### config.mk
export PLATFORM = sky130hd
export DESIGN_NAME = cpu_ctrl_fsm
export DESIGN_NICKNAME = d
export VERILOG_FILES = /design/src/rtl/cpu_ctrl_pkg.sv /design/src/rtl/cpu_ctrl_fsm_branch_cond.sv /design/src/rtl/cpu_ctrl_fsm.sv
export SDC_FILE = /design/constraint.sdc
export NUM_CORES = 1
export LEC_CHECK = 0
export CAP_MARGIN = 20
export CORE_MARGIN = 4
export CORE_UTILIZATION = 36
export DETAILED_ROUTE_END_ITERATION = 10
export GPL_TIMING_DRIVEN = 0
export PLACE_DENSITY = 0.74
export SLEW_MARGIN = 20
export SYNTH_ARGS = -nofsm -noshare
export SYNTH_HDL_FRONTEND = slang
export SYNTH_SLANG_ARGS = --single-unit
### constraint.sdc
create_clock -name clk -period 2.9 [get_ports clk]
set_clock_uncertainty 0.2 [all_clocks]
set_input_delay 0.87 -clock clk [delete_from_list [all_inputs] [get_ports clk]]
set_output_delay 0.87 -clock clk [all_outputs]
set_load 0.03 [all_outputs]
### src/rtl/cpu_ctrl_pkg.sv
// Shared definitions for the CPU fetch/execute controller: opcodes,
// branch condition codes, FSM state encoding, FLAGS bit positions and
// immediate sign-extension helpers.
package cpu_ctrl_pkg;

  // Register-register ALU opcodes; the low three bits double as alu_op
  localparam logic [3:0] OP_ADD  = 4'h0;
  localparam logic [3:0] OP_SUB  = 4'h1;
  localparam logic [3:0] OP_AND  = 4'h2;
  localparam logic [3:0] OP_OR   = 4'h3;
  localparam logic [3:0] OP_XOR  = 4'h4;
  localparam logic [3:0] OP_NOT  = 4'h5;
  localparam logic [3:0] OP_SHL  = 4'h6;
  localparam logic [3:0] OP_SHR  = 4'h7;
  // Control / memory / immediate opcodes
  localparam logic [3:0] OP_ADDI = 4'h8;
  localparam logic [3:0] OP_LDI  = 4'h9;
  localparam logic [3:0] OP_LD   = 4'hA;
  localparam logic [3:0] OP_ST   = 4'hB;
  localparam logic [3:0] OP_BR   = 4'hC;
  localparam logic [3:0] OP_JR   = 4'hD;
  localparam logic [3:0] OP_NOP  = 4'hE;
  localparam logic [3:0] OP_HALT = 4'hF;

  // Branch condition codes carried in the rd field of BR
  localparam logic [2:0] CC_AL = 3'b000;
  localparam logic [2:0] CC_Z  = 3'b001;
  localparam logic [2:0] CC_NZ = 3'b010;
  localparam logic [2:0] CC_C  = 3'b011;
  localparam logic [2:0] CC_NC = 3'b100;
  localparam logic [2:0] CC_S  = 3'b101;
  localparam logic [2:0] CC_NS = 3'b110;
  localparam logic [2:0] CC_NV = 3'b111;

  // FLAGS register bit positions
  localparam int FL_VALID = 0;
  localparam int FL_Z     = 1;
  localparam int FL_C     = 2;
  localparam int FL_S     = 3;

  typedef enum logic [2:0] {
    ST_BOOT  = 3'd0,
    ST_FETCH = 3'd1,
    ST_EXEC  = 3'd2,
    ST_MEM   = 3'd3,
    ST_HALT  = 3'd4
  } state_t;

  function automatic logic [15:0] sext6(input logic [5:0] v);
    return {{10{v[5]}}, v};
  endfunction

  function automatic logic [15:0] sext9(input logic [8:0] v);
    return {{7{v[8]}}, v};
  endfunction

endpackage

### src/rtl/cpu_ctrl_fsm_branch_cond.sv
// Combinational branch resolver: decides whether a BR is taken from its
// condition code and the ALU FLAGS. Any flag-dependent condition is only
// taken when the FLAGS register holds a valid result.
module branch_cond
  import cpu_ctrl_pkg::*;
(
  input  logic [2:0] cond,
  input  logic [3:0] flags,
  output logic       taken
);

  logic valid;
  assign valid = flags[FL_VALID];

  // Condition-code decode
  always_comb begin
    taken = 1'b0;
    case (cond)
      CC_AL:   taken = 1'b1;
      CC_Z:    taken = valid &  flags[FL_Z];
      CC_NZ:   taken = valid & ~flags[FL_Z];
      CC_C:    taken = valid &  flags[FL_C];
      CC_NC:   taken = valid & ~flags[FL_C];
      CC_S:    taken = valid &  flags[FL_S];
      CC_NS:   taken = valid & ~flags[FL_S];
      CC_NV:   taken = 1'b0;
      default: taken = 1'b0;
    endcase
  end

endmodule

### src/rtl/cpu_ctrl_fsm.sv
// Multi-cycle fetch/execute controller for the 16-bit core. Owns PC and IR,
// sequences instruction and data memory handshakes, drives the register
// file write port and the ALU control side, and resolves BR from FLAGS.
module cpu_ctrl_fsm
  import cpu_ctrl_pkg::*;
#(
  parameter logic [15:0] RESET_PC = 16'h0000
) (
  input  logic        clk,
  input  logic        rst,
  output logic        imem_req,
  output logic [15:0] imem_addr,
  input  logic        imem_ack,
  input  logic [15:0] imem_rdata,
  output logic        dmem_req,
  output logic        dmem_we,
  output logic [15:0] dmem_addr,
  output logic [15:0] dmem_wdata,
  input  logic        dmem_ack,
  input  logic [15:0] dmem_rdata,
  output logic [2:0]  rf_ra_addr,
  output logic [2:0]  rf_rb_addr,
  input  logic [15:0] rf_ra_data,
  input  logic [15:0] rf_rb_data,
  output logic        rf_we,
  output logic [2:0]  rf_waddr,
  output logic [15:0] rf_wdata,
  output logic [2:0]  alu_op,
  output logic        alu_bsel,
  output logic [15:0] alu_b_imm,
  output logic        en_flags,
  input  logic [15:0] alu_s,
  input  logic [3:0]  flags,
  output logic        halted
);

  state_t      state_reg, state_next;
  logic [15:0] pc_reg, pc_next;
  logic [15:0] ir_reg, ir_next;

  // Instruction fields
  logic [3:0] opcode;
  logic [2:0] rd;
  logic [2:0] rs;
  logic [5:0] imm6;
  logic [8:0] imm9;
  logic       br_taken;

  assign opcode = ir_reg[15:12];
  assign rd     = ir_reg[11:9];
  assign rs     = ir_reg[8:6];
  assign imm6   = ir_reg[5:0];
  assign imm9   = ir_reg[8:0];

  // Address/data pass-throughs stay live in every state
  assign imem_addr  = pc_reg;
  assign dmem_addr  = rf_rb_data;
  assign dmem_wdata = rf_ra_data;
  assign rf_ra_addr = rd;
  assign rf_rb_addr = rs;
  assign rf_waddr   = rd;
  assign alu_b_imm  = sext6(imm6);

  branch_cond u_branch_cond (
    .cond  (rd),
    .flags (flags),
    .taken (br_taken)
  );

  // State, PC and IR registers; reset drops all requests immediately
  always_ff @(posedge clk or posedge rst) begin
    if (rst) begin
      state_reg <= ST_BOOT;
      pc_reg    <= RESET_PC;
      ir_reg    <= 16'h0000;
    end else begin
      state_reg <= state_next;
      pc_reg    <= pc_next;
      ir_reg    <= ir_next;
    end
  end

  // Next-state, PC/IR update and control outputs
  always_comb begin
    state_next = state_reg;
    pc_next    = pc_reg;
    ir_next    = ir_reg;
    imem_req   = 1'b0;
    dmem_req   = 1'b0;
    dmem_we    = 1'b0;
    rf_we      = 1'b0;
    rf_wdata   = 16'h0000;
    alu_op     = 3'b000;
    alu_bsel   = 1'b0;
    en_flags   = 1'b0;
    halted     = 1'b0;

    case (state_reg)
      ST_BOOT: begin
        state_next = ST_FETCH;
      end

      ST_FETCH: begin
        imem_req = 1'b1;
        if (imem_ack) begin
          ir_next    = imem_rdata;
          pc_next    = pc_reg + 16'd1;
          state_next = ST_EXEC;
        end
      end

      ST_EXEC: begin
        state_next = ST_FETCH;
        case (opcode)
          OP_ADD, OP_SUB, OP_AND, OP_OR, OP_XOR, OP_NOT, OP_SHL, OP_SHR: begin
            alu_op   = opcode[2:0];
            rf_we    = 1'b1;
            rf_wdata = alu_s;
            en_flags = 1'b1;
          end
          OP_ADDI: begin
            alu_op   = OP_ADD[2:0];
            alu_bsel = 1'b1;
            rf_we    = 1'b1;
            rf_wdata = alu_s;
            en_flags = 1'b1;
          end
          OP_LDI: begin
            rf_we    = 1'b1;
            rf_wdata = {7'b0, imm9};
          end
          OP_LD, OP_ST: begin
            state_next = ST_MEM;
          end
          OP_BR: begin
            // pc_reg already points at the next instruction here
            if (br_taken) pc_next = pc_reg + sext9(imm9);
          end
          OP_JR: begin
            pc_next = rf_rb_data;
          end
          OP_HALT: begin
            state_next = ST_HALT;
          end
          default: begin
            state_next = ST_FETCH;
          end
        endcase
      end

      ST_MEM: begin
        dmem_req = 1'b1;
        dmem_we  = (opcode == OP_ST);
        if (dmem_ack) begin
          state_next = ST_FETCH;
          if (opcode == OP_LD) begin
            rf_we    = 1'b1;
            rf_wdata = dmem_rdata;
          end
        end
      end

      ST_HALT: begin
        halted = 1'b1;
      end

      default: begin
        state_next = ST_BOOT;
      end
    endcase
  end

endmodule

Yosys cells after proc, flatten, opt, wreduce, memory -nomap -nowiden:

Cells that the tools add are included.

* bits in registers: 35
* bits in latches: 0
* RAM bits: 0
* memory bits (read-only): 0
* bits of input ports: 88
* output and inout port bits: 99
* memories: 0

* add/sub/neg operators: 2
* multiply operators: 0
* divide/modulo/power cells: 0
* order comparisons: 0
* equal/unequal tests: 29
* shift-type cells: 0
* muxes and demuxes: 27
* bitwise gates (word level): 10
* reduce and logical (&&, ||, !) cells: 11

Operator list (number)
* one-hot mux 16 bit (2 select lines): 4
* two-way mux 16 bit: 4
* == test 4 bit, second input constant: 7
* adder 16 x 1 -> 16 bit, second input constant: 1
* adder 16 bit: 1
* == test 4 x 3 -> 1 bit, second input constant: 4
* == test 3 bit, second input constant: 5
* one-hot mux 3 bit (5 select lines): 1
* == test 3 x 2 -> 1 bit, second input constant: 4
* two-way mux 3 bit: 4
* two-way mux 1 bit: 11
* OR reduction 10 bit: 1
* OR reduction 9 bit: 1
* == test 4 x 2 -> 1 bit, second input constant: 2
* one-hot mux 1 bit (8 select lines): 1
* OR reduction 8 bit: 1
* bitwise AND 1 bit: 6
* == test 3 x 1 -> 1 bit, second input constant: 2
* zero test 3 bit: 2
* one-hot mux 3 bit (2 select lines): 1
* == test 4 x 1 -> 1 bit, second input constant: 1
* zero test 4 bit: 1
* != test 2 bit, second input constant: 2
* inverter 1 bit: 4
* 8 further kinds: 8

Longest topological paths before layout:

Gate-level depths: netlist of run 1.

* depth in word-level cells: 6
* depth in mapped cells: 10
* mapped depth without buffers: 9

Cells and area by module:

Synthesis of run 1 repeated with hierarchy kept, for this count alone.

* cell total of the unflattened synthesis: 459
* area, all modules: 3590.9 um^2

By module, submodules not included
* cpu_ctrl_fsm: instances 1, cells an instance 447, area an instance 3519.6 um^2, sequential area each 875.8 um^2
* branch_cond: instances 1, cells an instance 12, area an instance 71.3 um^2, sequential area each 0.0 um^2

Least setup slack after synthesis of run 1:

No wires, ideal clock.

* kind: register -> output
* start: register ir_reg[14]
* end: output port rf_wdata[0]
* data arrival time: 1.958 ns
* required time: 1.830 ns
* setup slack: -0.128 ns
* cell stages (with the launch flop): 7
* buffers on the path: 2
* cell sequence: dfrtp_1 > clkbuf_1 > or3_1 > a21oi_1 > buf_2 > a22oi_1 > nand2_1

* cells in the longest elaborated chain, start to end: 4
* elaborated cells between the ends (all ways): 16
* classes of those cells: eq/ne: 10; mux: 4; reduce/logical: 2

RTL lines
* from (decl): RTL line cpu_ctrl_fsm.sv:39 `logic [15:0] ir_reg, ir_next;`
* from (signal assigned): RTL line cpu_ctrl_fsm.sv:79 `ir_reg <= ir_next;`
* == test 4 bit, or another cell as far along: RTL line cpu_ctrl_fsm.sv:114 `case (opcode)`
* OR reduction 9 bit (no line) or two-way mux 16 bit (tied branches)
* one-hot mux 16 bit (2 select lines) or two-way mux 16 bit (tied branches): RTL line cpu_ctrl_fsm.sv:114, cpu_ctrl_fsm.sv:154
* one-hot mux 16 bit (2 select lines) (*): RTL line cpu_ctrl_fsm.sv:98 `case (state_reg)`
* to (decl): RTL line cpu_ctrl_fsm.sv:27 `output logic [15:0] rf_wdata,`

Mark *: on every way between the ends. The rest lies on a longest branch, timed or not.

Final worst setup path of run 1:

* start: register state_reg[2]
* end: output port rf_wdata[7]

* cells in the longest elaborated chain, start to end: 2
* elaborated cells between the ends (all ways): 3
* classes of those cells: eq/ne: 2; mux: 1

RTL lines
* from (decl): RTL line cpu_ctrl_fsm.sv:37 `state_t state_reg, state_next;`
* from (signal assigned): RTL line cpu_ctrl_fsm.sv:77 `state_reg <= state_next;`
* == test 3 x 2 -> 1 bit: RTL line cpu_ctrl_fsm.sv:98
* one-hot mux 16 bit (2 select lines) (*): RTL line cpu_ctrl_fsm.sv:98

Marked as above.

==> results of run 1 <==
-- power by group --
| group | switching, mW | internal [mW] |
|---|---|---|
| Combinational | 2.62 | 2.32 |
| Clock | 0.192 | 0.217 |
| Sequential | 0.400 | 0.733 |
-- cell usage after synthesis, drive strengths merged, types with 2 or more instances --
library cell	instances
nand3b	3
a211o	3
a22o	9
xnor2	7
o221ai	3
a211oi	6
o31ai	2
a21o	6
o21ai	26
mux2i	2
o21a	3
clkbuf	9
nor2b	6
a41oi	2
ha	16
o211ai	2
nor3b	7
o21bai	3
a221oi	4
o22ai	2
inv	7
or3	4
nand3	12
and3	7
mux2	14
a22oi	11
xor2	3
buf	68
a31oi	7
a21oi	28
o22a	3
and4	2
nor3	6
dfrtp	35
nand4	6
nor2	19
nand2	47
-- stage by stage --
| stage | util [%] | cells | cell area [um^2] | power, mW |
|---|---|---|---|---|
| 2_1_floorplan | - | 413 | 3430 | 4.17 |
| 3_3_place_gp | 57.3 | 712 | 5290 | 5.52 |
| 3_5_place_dp | 57.6 | 713 | 5320 | 5.64 |
| 4_1_cts | 60.2 | 730 | 5560 | 6.23 |
| 5_1_grt | 62.4 | 738 | 5760 | 6.91 |
| 6_report | 62.4 | 738 | 5760 | 6.48 |
-- per-layer routing --
layer,vias to the layer above,part of all wire [%],global-route usage (%)
met3,14,9.2,6.37
met2,209,52,37.8
met1,1877,37,23.9
met5,-,0,0
li1,1861,-,-
met4,0,1.4,5.55
-- cells by family after synthesis --
| kind of cell | after synthesis | synth area share [%] |
|---|---|---|
| buffers and inverters | 84 | 16.2 |
| XOR/XNOR | 10 | 2.56 |
| adder cells (fa/ha/maj) | 17 | 6.43 |
| AND/OR/NAND/NOR | 125 | 19.0 |
| AO/OA/AOI/OAI | 126 | 25.1 |
| flip-flops | 35 | 25.6 |
| multiplexers | 16 | 5.19 |
-- worst max path at each step --
stage | cells past startpoint | slack (ns) | end | start
2_1_floorplan | 6 | -0.12 | alu_op[0] | state_reg[2]
3_3_place_gp | 7 | -1.15 | rf_wdata[0] | dmem_ack
3_5_place_dp | 7 | -1.17 | rf_wdata[8] | dmem_ack
4_1_cts | 6 | -0.01 | rf_wdata[9] | state_reg[2]
5_1_grt | 8 | -0.11 | rf_wdata[6] | state_reg[2]
6_report | 8 | -0.02 | rf_wdata[7] | state_reg[2]
-- cells in the final DEF, fill, tap and decap left out, types with 4 or more instances in the layout --
master	n
sky130_fd_sc_hd__inv_1	6
sky130_fd_sc_hd__buf_6	18
sky130_fd_sc_hd__clkbuf_2	4
sky130_fd_sc_hd__dfrtp_2	7
sky130_fd_sc_hd__nor2b_1	4
sky130_fd_sc_hd__a211oi_1	6
sky130_fd_sc_hd__mux2_2	14
sky130_fd_sc_hd__dfrtp_1	28
sky130_fd_sc_hd__a22oi_2	8
sky130_fd_sc_hd__clkbuf_8	10
sky130_fd_sc_hd__a21oi_1	25
sky130_fd_sc_hd__nand2_1	44
sky130_fd_sc_hd__nand3_1	10
sky130_fd_sc_hd__buf_2	4
sky130_fd_sc_hd__clkdlybuf4s50_1	128
sky130_fd_sc_hd__clkdlybuf4s15_2	13
sky130_fd_sc_hd__and3_1	5
sky130_fd_sc_hd__clkbuf_1	5
sky130_fd_sc_hd__ha_1	15
sky130_fd_sc_hd__a22o_1	8
sky130_fd_sc_hd__nand4_1	6
sky130_fd_sc_hd__nor3_1	5
sky130_fd_sc_hd__o21ai_0	23
sky130_fd_sc_hd__a31oi_1	6
sky130_fd_sc_hd__buf_4	84
sky130_fd_sc_hd__xnor2_1	7
sky130_fd_sc_hd__nor2_1	19
sky130_fd_sc_hd__a21o_1	6
-- area by class of cell --
cell class | instances | area share (%)
clock buffers | 8 | 1.74
well taps | 129 | 2.80
inverters | 7 | 0.456
repair buffers | 193 | 33.0
flip-flops and latches | 35 | 15.3
multi-input cells | 294 | 37.1
plain buffers | 72 | 9.55
-- repair_timing --
| item | CTS | global route |
|---|---|---|
| endpoints found under the setup margin | 41 | 41 |
| resized for setup | 209 | 56 |
| buffers inserted | 12 | 9 |
| pin swaps | 7 | 11 |
| cloned | 1 | 0 |
==> impl_metrics.env, run 1 <==
export IMPL_rrSetupSlack_ns=0.10
export IMPL_post_route_period_util_pct=101
export IMPL_logic_depth_of_the_worst_register_to_register_path=8
export IMPL_p_leak_nw=2.52
export IMPL_sequence_of_cells_on_the_critical_path="nor2b_4 > buf_12 > nand2b_4 > a21oi_4 > buf_8 > a22oi_2 > nand2_1 > buf_6"
export IMPL_rsz_0062_raised_after_global_routing="yes"
export IMPL_drt_initial_drc_count=218
export IMPL_synth_enable_flop_cells=0
export IMPL_chipWidth_um=106
export IMPL_drv_slew=0
export IMPL_routed_wirelength_mm=12.3
export IMPL_worst_max_slew_pin_slew_ns=0.683
export IMPL_final_hold_viol_count=0
export IMPL_path_max_fanout=10
export IMPL_cts_made_buffers=5
export IMPL_netlist_cell_type_count=59
export IMPL_path_delay_family="flip-flops"
export IMPL_cts_tree="done"
export IMPL_criticalPathCategory="reg -> out"
export IMPL_critical_path_s_slowest_cell="sky130_fd_sc_hd__dfrtp_2"
export IMPL_min_from="state_reg[2]"
export IMPL_setup_violations=9
export IMPL_grt_overflow_total=0
export IMPL_arrival_ns=1.85
export IMPL_critPathCaptureType="output pin"
export IMPL_clk_transition_reported_paths_ns=0.08
export IMPL_final_seq_area_um2=885
export IMPL_multi_input_comb_area_um2=2140
export IMPL_num_vias=3961
export IMPL_ys_top_cells_by_area="sky130_fd_sc_hd__dfrtp_1 26%, sky130_fd_sc_hd__buf_4 13%, sky130_fd_sc_hd__ha_1 5.8%"
export IMPL_initial_utilization_pct=37.0
export IMPL_cts_hold_fix_buffers=0
export IMPL_pin_count_of_the_biggest_net_entering_global_routing=24
export IMPL_max_ir_drop_vdd_mv=0.448
export IMPL_root_buffer="sky130_fd_sc_hd__clkbuf_8"
export IMPL_detailedRoute_firstPassIterationCount=5
export IMPL_synth_top_cell_area_share_pct=25.6
export IMPL_grt_pass1_vias=3962
export IMPL_postSynthCellCount=413
export IMPL_grt_pass1_wl_mm=19.1
export IMPL_synth_warnings=0
export IMPL_synth_seq_cells=35
export IMPL_h_tree_depth_reported_by_cts=2
export IMPL_drc=0
export IMPL_area_growth_syn_to_layout_pct=68.4
export IMPL_netlist_area_um2=3420
export IMPL_die_area_um2=11100
export IMPL_timing_hold_ws_ns=0.361
export IMPL_io_buffer_count=170
export IMPL_clk_path_buf_depth=2
export IMPL_dp_final_hpwl_mm=9.57
export IMPL_finalCriticalPeriod_ns=2.92
export IMPL_power_per_cell_area_nw_per_um2=1120
export IMPL_max_cap_viol_count=0
export IMPL_rr_startpoint="imem_addr[1]"
export IMPL_setup_slack_ns=-0.0189
export IMPL_post_route_cells_drive_above_1_share_pct=31.9
export IMPL_antenna_left=0
export IMPL_design_final_nets=713
export IMPL_timing_critical_path_from_type="register"
export IMPL_setup_tns_ns=-0.101
export IMPL_die_y_um=106
export IMPL_layout_filler_cells=793
export IMPL_ioPinCount=187
export IMPL_status="finished with violations"
export IMPL_worstSkewPairLatency_ns=0.30
export IMPL_critical_path_required_ns=1.83
export IMPL_via_per_inst=5.37
export IMPL_hold_class="reg -> reg"
export IMPL_hold_path_end="state_reg[1]"
export IMPL_failing_checks="setup timing"
export IMPL_worstPathBufferInverterCount=3
export IMPL_asyncSetResetFlopFracSynth_pct=100
export IMPL_cts_sink_count=35
export IMPL_syn_nets=518
export IMPL_fmaxAchievable_ghz=0.343
export IMPL_core_region_area_um2=9240
export IMPL_track_usage_pct=20.9
export IMPL_diodes=0
export IMPL_slew_headroom_pct=54.5
export IMPL_yosysSeqAreaShare_pct=25.6
export IMPL_avg_cell_area_syn_um2=8.29
export IMPL_min_path_cells=1
export IMPL_synth_top_area_cell="sky130_fd_sc_hd__dfrtp_1"
export IMPL_wire_per_inst_um=16.6
export IMPL_dp_slack_ns=-1.17
export IMPL_worst_r2r_endpoint="imem_addr[14]"
export IMPL_grt_antenna_before_repair=0
export IMPL_dominantRegCellSynth="sky130_fd_sc_hd__dfrtp_1"
export IMPL_cp_slowest_stage_delay_ns=0.47
export IMPL_placement_rows=35
export IMPL_gp_congestion=0.856
(Power assumes the default switching activity.)
==> inputs of run 2 (changes only) <==
Settings changed: CORE_UTILIZATION 36 to 37, PLACE_DENSITY 0.74 to 0.75, SYNTH_HIERARCHICAL from default to 1.
==> run 2 against run 1 <==
Compared with the run above:
- the run still ends with setup timing left
- synthesized area is 4.9% higher
- cell count is 9.3% higher
- critical path type unchanged
- highest routed layer unchanged
- sequential cell count unchanged
- largest power group unchanged
==> impl_metrics.env, run 2 <==
export IMPL_grt_pass1_vias=4357
export IMPL_h_tree_depth_reported_by_cts=2
export IMPL_synth_warnings=6
export IMPL_pin_count_of_the_biggest_net_entering_global_routing=33
export IMPL_combinational_family_with_the_most_area_after_synthesis="simple AND/OR/NAND/NOR gates"
export IMPL_clk_path_buf_depth=2
export IMPL_final_total_pwr_mw=5.93
export IMPL_synth_enable_flop_cells=0
export IMPL_yosysSeqAreaShare_pct=24.4
export IMPL_rrSetupSlack_ns=0.09
export IMPL_setup_violations=21
export IMPL_critPathCaptureType="output pin"
export IMPL_timing_critical_path_from_type="register"
export IMPL_asyncSetResetFlopFracSynth_pct=100
export IMPL_globalRoute_busiestLayer="met2"
export IMPL_grt_util_met2_pct=42.8
export IMPL_core_region_area_um2=9330
export IMPL_dominantRegCellSynth="sky130_fd_sc_hd__dfrtp_1"
export IMPL_grt_antenna_before_repair=0
export IMPL_mostFrequentLayoutCells="123 x sky130_fd_sc_hd__clkdlybuf4s50_1, 86 x sky130_fd_sc_hd__buf_4, 76 x sky130_fd_sc_hd__nand2_1, 34 x sky130_fd_sc_hd__buf_6, 30 x sky130_fd_sc_hd__dfrtp_1"
export IMPL_placement_rows=35
export IMPL_grt_overflow_total=0
export IMPL_initial_utilization_pct=38.5
export IMPL_post_route_cell_area_um2=6170
export IMPL_die_area_um2=11300
export IMPL_netSwitchingFraction_pct=49.9
export IMPL_drv_slew=0
export IMPL_chipWidth_um=107
export IMPL_drc=0
export IMPL_final_hold_viol_count=0
export IMPL_max_cap_viol_count=0
export IMPL_design_final_nets=782
export IMPL_synth_simple_area_share_pct=26.2
export IMPL_clk_transition_reported_paths_ns=0.08
export IMPL_critical_path_required_ns=1.83
export IMPL_post_route_cells_drive_above_1_share_pct=30.4
export IMPL_dp_final_hpwl_mm=10.5
export IMPL_hold_class="reg -> reg"
export IMPL_cellInternalPower_mw=2.97
export IMPL_criticalPathCategory="reg -> out"
export IMPL_avg_cell_area_syn_um2=7.82
export IMPL_failing_checks="setup timing"
export IMPL_arrival_ns=2.17
export IMPL_rsz_0062_raised_after_global_routing="yes"
export IMPL_area_growth_syn_to_layout_pct=71.7
export IMPL_via_per_inst=5.46
export IMPL_routed_wirelength_mm=14.5
export IMPL_rr_startpoint="imem_addr[0]"
export IMPL_syn_nets=564
export IMPL_post_synthesis_xor_xnor_area_fraction_pct=2.20
export IMPL_path_max_fanout=6
export IMPL_detailedRoute_firstPassIterationCount=5
export IMPL_share_comb_of_total_power_pct=73.8
export IMPL_netlist_cell_type_count=73
export IMPL_post_route_util_pct=66.1
export IMPL_net_switching_power_mw=2.96
export IMPL_synth_mux_area_share_pct=2.54
export IMPL_cts_tree="done"
export IMPL_p_leak_nw=2.81
export IMPL_wire_per_inst_um=17.9
export IMPL_worstSkewPairLatency_ns=0.29
export IMPL_io_buffer_count=170
export IMPL_synth_top_area_cell="sky130_fd_sc_hd__dfrtp_1"
export IMPL_worst_r2r_endpoint="imem_addr[10]"
export IMPL_gp_congestion=0.865
export IMPL_clock_power_share_pct=8.2
export IMPL_cts_made_buffers=5
export IMPL_diodes=0
export IMPL_max_ir_drop_vdd_mv=0.593
export IMPL_fmaxAchievable_ghz=0.309
export IMPL_met1_resource_use_gr_pct=29.6
export IMPL_power_per_cell_area_nw_per_um2=962
export IMPL_drt_initial_drc_count=361
export IMPL_met3_usage_pct=4.37
export IMPL_setup_slack_ns=-0.339
export IMPL_netlist_area_um2=3590
export IMPL_post_route_period_util_pct=112
export IMPL_post_synth_top_count_cell="sky130_fd_sc_hd__nand2_1"
export IMPL_num_vias=4404
export IMPL_synth_top_cell_area_share_pct=24.4
export IMPL_postSynthCellCount=459
export IMPL_ioPinCount=187
export IMPL_ys_top_cells_by_area="sky130_fd_sc_hd__dfrtp_1 24%, sky130_fd_sc_hd__buf_4 13%, sky130_fd_sc_hd__nand2_1 7.9%"
export IMPL_antenna_left=0
export IMPL_status="finished with violations"
export IMPL_critPathLaunch="state_reg[2]"
export IMPL_share_of_total_power_in_sequential_cells_pct=18.0
export IMPL_track_usage_pct=24.2
export IMPL_place_area_um2=5490
export IMPL_cp_endpoint="rf_wdata[2]"
export IMPL_logic_depth_of_the_worst_register_to_register_path=8
export IMPL_synth_compound_area_share_pct=21.6
export IMPL_timing_hold_ws_ns=0.371
export IMPL_die_y_um=107
export IMPL_worst_max_slew_pin_slew_ns=0.716
export IMPL_cts_sink_count=35
export IMPL_min_from="ir_reg[3]"
export IMPL_yosys_area_share_adder_pct=6.13
export IMPL_synth_seq_cells=35
export IMPL_slew_headroom_pct=52.1
export IMPL_setup_tns_ns=-5.38
export IMPL_grt_pass1_wl_mm=22.1
export IMPL_cts_hold_fix_buffers=0
export IMPL_root_buffer="sky130_fd_sc_hd__clkbuf_8"
export IMPL_most_common_library_cell_in_the_layout_ignoring_fill_and_taps="sky130_fd_sc_hd__clkdlybuf4s50_1"
export IMPL_synth_top_cells_by_count="76 x sky130_fd_sc_hd__nand2_1, 61 x sky130_fd_sc_hd__buf_4, 35 x sky130_fd_sc_hd__dfrtp_1"
export IMPL_finalCriticalPeriod_ns=3.24
[run 2: cell types whose count changed after synthesis, moves of 7 or more]
cell	delta
sky130_fd_sc_hd__nor2_1	+8
sky130_fd_sc_hd__a222oi_1	+8
sky130_fd_sc_hd__mux2_2	-13
sky130_fd_sc_hd__inv_1	+9
sky130_fd_sc_hd__a22oi_1	-11
sky130_fd_sc_hd__nand3_1	+13
sky130_fd_sc_hd__o21ai_0	+7
sky130_fd_sc_hd__nand2_1	+29
[run 2: worst min-delay path by stage]
stage,to,cells past startpoint
detailed placement,ir_reg[3],2
finish,ir_reg[3],2
CTS,ir_reg[3],2
global route,ir_reg[6],2
global placement,ir_reg[3],2
floorplan,ir_reg[2],2
[run 2: critical path: stages, from the launching register on]
cell and delay [ns]:
sky130_fd_sc_hd__dfrtp_2 0.44, sky130_fd_sc_hd__buf_4 0.14, sky130_fd_sc_hd__buf_6 0.11, sky130_fd_sc_hd__or3b_4 0.43
sky130_fd_sc_hd__a21oi_4 0.15, sky130_fd_sc_hd__buf_12 0.15, sky130_fd_sc_hd__buf_6 0.10, sky130_fd_sc_hd__buf_6 0.09
sky130_fd_sc_hd__a221oi_4 0.06, sky130_fd_sc_hd__nor2_4 0.08, sky130_fd_sc_hd__buf_6 0.13
[run 2: per-stage QoR]
step	instances	setup WS, ns
2_1_floorplan	459	-0.263
3_3_place_gp	758	-1.08
3_5_place_dp	759	-1.07
4_1_cts	799	-0.284
5_1_grt	807	-0.438
6_report	807	-0.339
[run 2: cells by family after synthesis]
kind of cell,after synthesis
and+or+nand+nor,183
adders and majority gates,17
DFF,35
muxes,9
AOI/OAI and AO/OA,112
buffers and inverters,94
xor gates and xnor gates,9
[run 2: per-layer routing]
metal  routed length (um)  vias up
li1                     -     2047
met1                 5760     2122
met2                 7360      199
met3                  998       36
met4                  361        0
met5                    0        -
[run 2: power groups by stage]
stage | combinational (mW) | sequential, mW | clock [mW]
final | 4.38 | 1.07 | 0.485
after global routing | 4.68 | 1.11 | 0.505
after CTS | 4.26 | 1.06 | 0.485
after detailed placement | 3.92 | 1.07 | 0
after global placement | 3.83 | 1.06 | 0
after floorplan | 2.57 | 1.12 | 0
[run 2: final cells by class]
type / instances / area (um^2)
fillers: 745 / 3160
multi-input cells: 330 / 2270
repair buffers: 215 / 2130
flip-flops and latches: 35 / 882
plain buffers: 74 / 542
well taps: 129 / 161
clock buffers: 6 / 82.6
inverters: 16 / 60.1
clock inverters: 2 / 35.0
[run 2: repair_timing]
item	in CTS	in global routing
buffers inserted	31	12
pin swaps	17	13
gates cloned	2	0
resized for setup	257	29
endpoints found under the setup margin	50	62
==> inputs of run 3 (changes only) <==
--- a/config.mk
+++ b/config.mk
@@ -7,7 +7,8 @@
 export LEC_CHECK = 0
 export CAP_MARGIN = 20
-export CORE_MARGIN = 4
+export CORE_MARGIN = 5
 export CORE_UTILIZATION = 37
 export DETAILED_ROUTE_END_ITERATION = 10
+export GPL_ROUTABILITY_DRIVEN = 0
 export GPL_TIMING_DRIVEN = 0
 export PLACE_DENSITY = 0.75
==> constraint.sdc (replaced) <==
create_clock -name clk -period 2.9 [get_ports clk]
set_clock_uncertainty 0.2 [all_clocks]
set_input_delay 0.87 -clock clk [delete_from_list [all_inputs] [get_ports clk]]
set_output_delay 0.87 -clock clk [all_outputs]
set_load 0.05 [all_outputs]
==> run 3 against run 2 <==
Compared with the run above:
- the flow still finishes with violations (setup timing)
- sequential power is essentially flat
- cell count shrank 0.12%
- sequential share of layout area is 0.14 points higher
- non-clock buffer count down 5
- largest cell class unchanged
- sequential cell count did not move
- critical path type unchanged
- fmax is 1.6% higher
==> impl_metrics.env, run 3 (synthesis results as in run 2) <==
export IMPL_most_frequent_cell_on_critical_path="sky130_fd_sc_hd__buf_12"
export IMPL_clk_transition_reported_paths_ns=0.08
export IMPL_mostFrequentLayoutCells="112 x sky130_fd_sc_hd__clkdlybuf4s50_1, 86 x sky130_fd_sc_hd__buf_4, 76 x sky130_fd_sc_hd__nand2_1, 31 x sky130_fd_sc_hd__dfrtp_1, 27 x sky130_fd_sc_hd__o21ai_0"
export IMPL_timing_hold_ws_ns=0.357
export IMPL_arrival_ns=2.12
export IMPL_via_per_inst=5.28
export IMPL_post_route_util_pct=63.3
export IMPL_grt_overflow_total=0
export IMPL_grt_antenna_before_repair=0
export IMPL_placed_cells=763
export IMPL_io_buffer_count=170
export IMPL_pin_count_of_the_biggest_net_entering_global_routing=26
export IMPL_area_growth_syn_to_layout_pct=69.9
export IMPL_worstPathBufferInverterCount=5
export IMPL_critical_path_s_slowest_cell="sky130_fd_sc_hd__or3_1"
export IMPL_diodes=0
export IMPL_setup_violations=21
export IMPL_grt_pass1_vias=4246
export IMPL_post_route_cells_drive_above_1_share_pct=30.8
export IMPL_cts_tree="done"
export IMPL_rsz_0062_raised_after_global_routing="yes"
export IMPL_post_route_period_util_pct=110
export IMPL_max_ir_drop_vdd_mv=0.820
export IMPL_root_buffer="sky130_fd_sc_hd__clkbuf_8"
export IMPL_track_usage_pct=22.9
export IMPL_die_area_um2=11800
export IMPL_criticalPathCategory="reg -> out"
export IMPL_routed_wirelength_mm=14.2
export IMPL_critPathCaptureType="output pin"
export IMPL_chipWidth_um=109
export IMPL_antenna_left=0
export IMPL_h_tree_depth_reported_by_cts=2
export IMPL_die_y_um=109
export IMPL_sequence_of_cells_on_the_critical_path="buf_2 > or3_1 > a21oi_4 > buf_12 > buf_12 > a222oi_1 > inv_2 > buf_8"
export IMPL_grt_pass1_wl_mm=21.3
export IMPL_setup_slack_ns=-0.287
export IMPL_final_hold_viol_count=0
export IMPL_dp_final_hpwl_mm=10.5
export IMPL_drc=0
export IMPL_cp_slowest_stage_delay_ns=0.41
export IMPL_clk_path_buf_depth=2
export IMPL_timing_critical_path_from_type="register"
export IMPL_rrSetupSlack_ns=0.08
export IMPL_path_max_fanout=10
export IMPL_finalCriticalPeriod_ns=3.19
export IMPL_max_cap_viol_count=0
export IMPL_initial_utilization_pct=37.3
export IMPL_core_region_area_um2=9640
export IMPL_power_per_cell_area_nw_per_um2=1040
export IMPL_layoutNonFillerInstCount=806
export IMPL_fmaxAchievable_ghz=0.314
export IMPL_cts_made_buffers=5
export IMPL_critical_path_required_ns=1.83
export IMPL_worstSkewPairLatency_ns=0.29
export IMPL_drv_slew=0
export IMPL_cts_sink_count=35
export IMPL_p_leak_nw=2.80
export IMPL_detailedRoute_firstPassIterationCount=5
export IMPL_design_final_nets=777
export IMPL_failing_checks="setup timing"
export IMPL_ioPinCount=187
export IMPL_setup_tns_ns=-4.98
export IMPL_slew_headroom_pct=52.5
export IMPL_placement_rows=36
export IMPL_path_delay_family="buffers and inverters"
export IMPL_num_vias=4254
export IMPL_hold_class="reg -> reg"
export IMPL_wire_per_inst_um=17.7
export IMPL_layout_filler_cells=809
export IMPL_drt_initial_drc_count=329
export IMPL_worst_max_slew_pin_slew_ns=0.709
export IMPL_most_common_library_cell_in_the_layout_ignoring_fill_and_taps="sky130_fd_sc_hd__clkdlybuf4s50_1"
export IMPL_status="finished with violations"
-- run 3: cell count changes in the layout (fill, tap and decap cells not counted), sizes merged --
cell / previous run / this run
clkdlybuf4s18: 0 / 1
clkinv: 1 / 0
dlygate4sd2: 5 / 13
bufinv: 1 / 0
buf: 136 / 147
clkbuf: 19 / 15
dlymetal6s2s: 1 / 4
clkdlybuf4s50: 123 / 112
clkdlybuf4s15: 11 / 0
-- run 3: timing repair --
action                                  CTS  global route
gates resized for setup                 282            44
endpoints found under the setup margin   63            54
gates cloned                              4             0
hold buffers                              0             0
buffers inserted                         18            16
pin swaps                                17            11
-- run 3: worst paths after layout --
path	startpoint	endpoint	cells past startpoint
setup / recovery	ir_reg[12]	rf_wdata[8]	8
hold / removal	ir_reg[0]	ir_reg[0]	2
setup reg to reg	imem_addr[0]	imem_addr[14]	8
hold reg to reg	ir_reg[0]	ir_reg[0]	2
max in group asynchronous	rst	ir_reg[0]	3
min in group asynchronous	rst	imem_addr[14]	2
-- run 3: final cells by class --
cell class	count	area, um^2	area share [%]
Buffer	76	567	9.29
Tap cell	133	166	2.73
Sequential cell	35	881	14.4
Multi-Input combinational cell	330	2270	37.2
Clock buffer	8	100	1.64
Inverter	16	60.1	0.985
Timing Repair Buffer	208	2060	33.7
-- run 3: metrics by stage --
step | setup slack (ns) | power [mW] | area [um^2]
after floorplan | -0.0954 | 4.25 | 3660
after global routing | -0.365 | 6.76 | 6100
after CTS | -0.300 | 6.19 | 5990
final | -0.287 | 6.37 | 6100
after detailed placement | -1.29 | 5.56 | 5550
after global placement | -1.26 | 5.44 | 5530
-- run 3: layer usage --
metal  vias to the layer above  wire (um)  global-route usage (%)  share of wire [%]
li1                       2033          -                       -                  -
met1                      1983       5730                    28.7                 40
met2                       208       7270                    39.7                 51
met3                        30        892                    4.18                6.3
met4                         0        340                    7.12                2.4
met5                         -          0                       0                  0
-- run 3: report_power, final --
group	total (mW)	internal, mW	switching, mW
sequential	1.07	0.694	0.380
combinational	4.89	1.98	2.91
clock	0.408	0.217	0.190
total	6.37	2.89	3.48
-- run 3: worst register-to-register path: cells and delay by family (launching register included) --
kind | cells | cell delay [ns]
AND/OR/NAND/NOR | 3 | 0.79
flip-flops | 1 | 0.44
AO/OA/AOI/OAI | 3 | 0.68
adder cells (fa/ha/maj) | 2 | 0.66
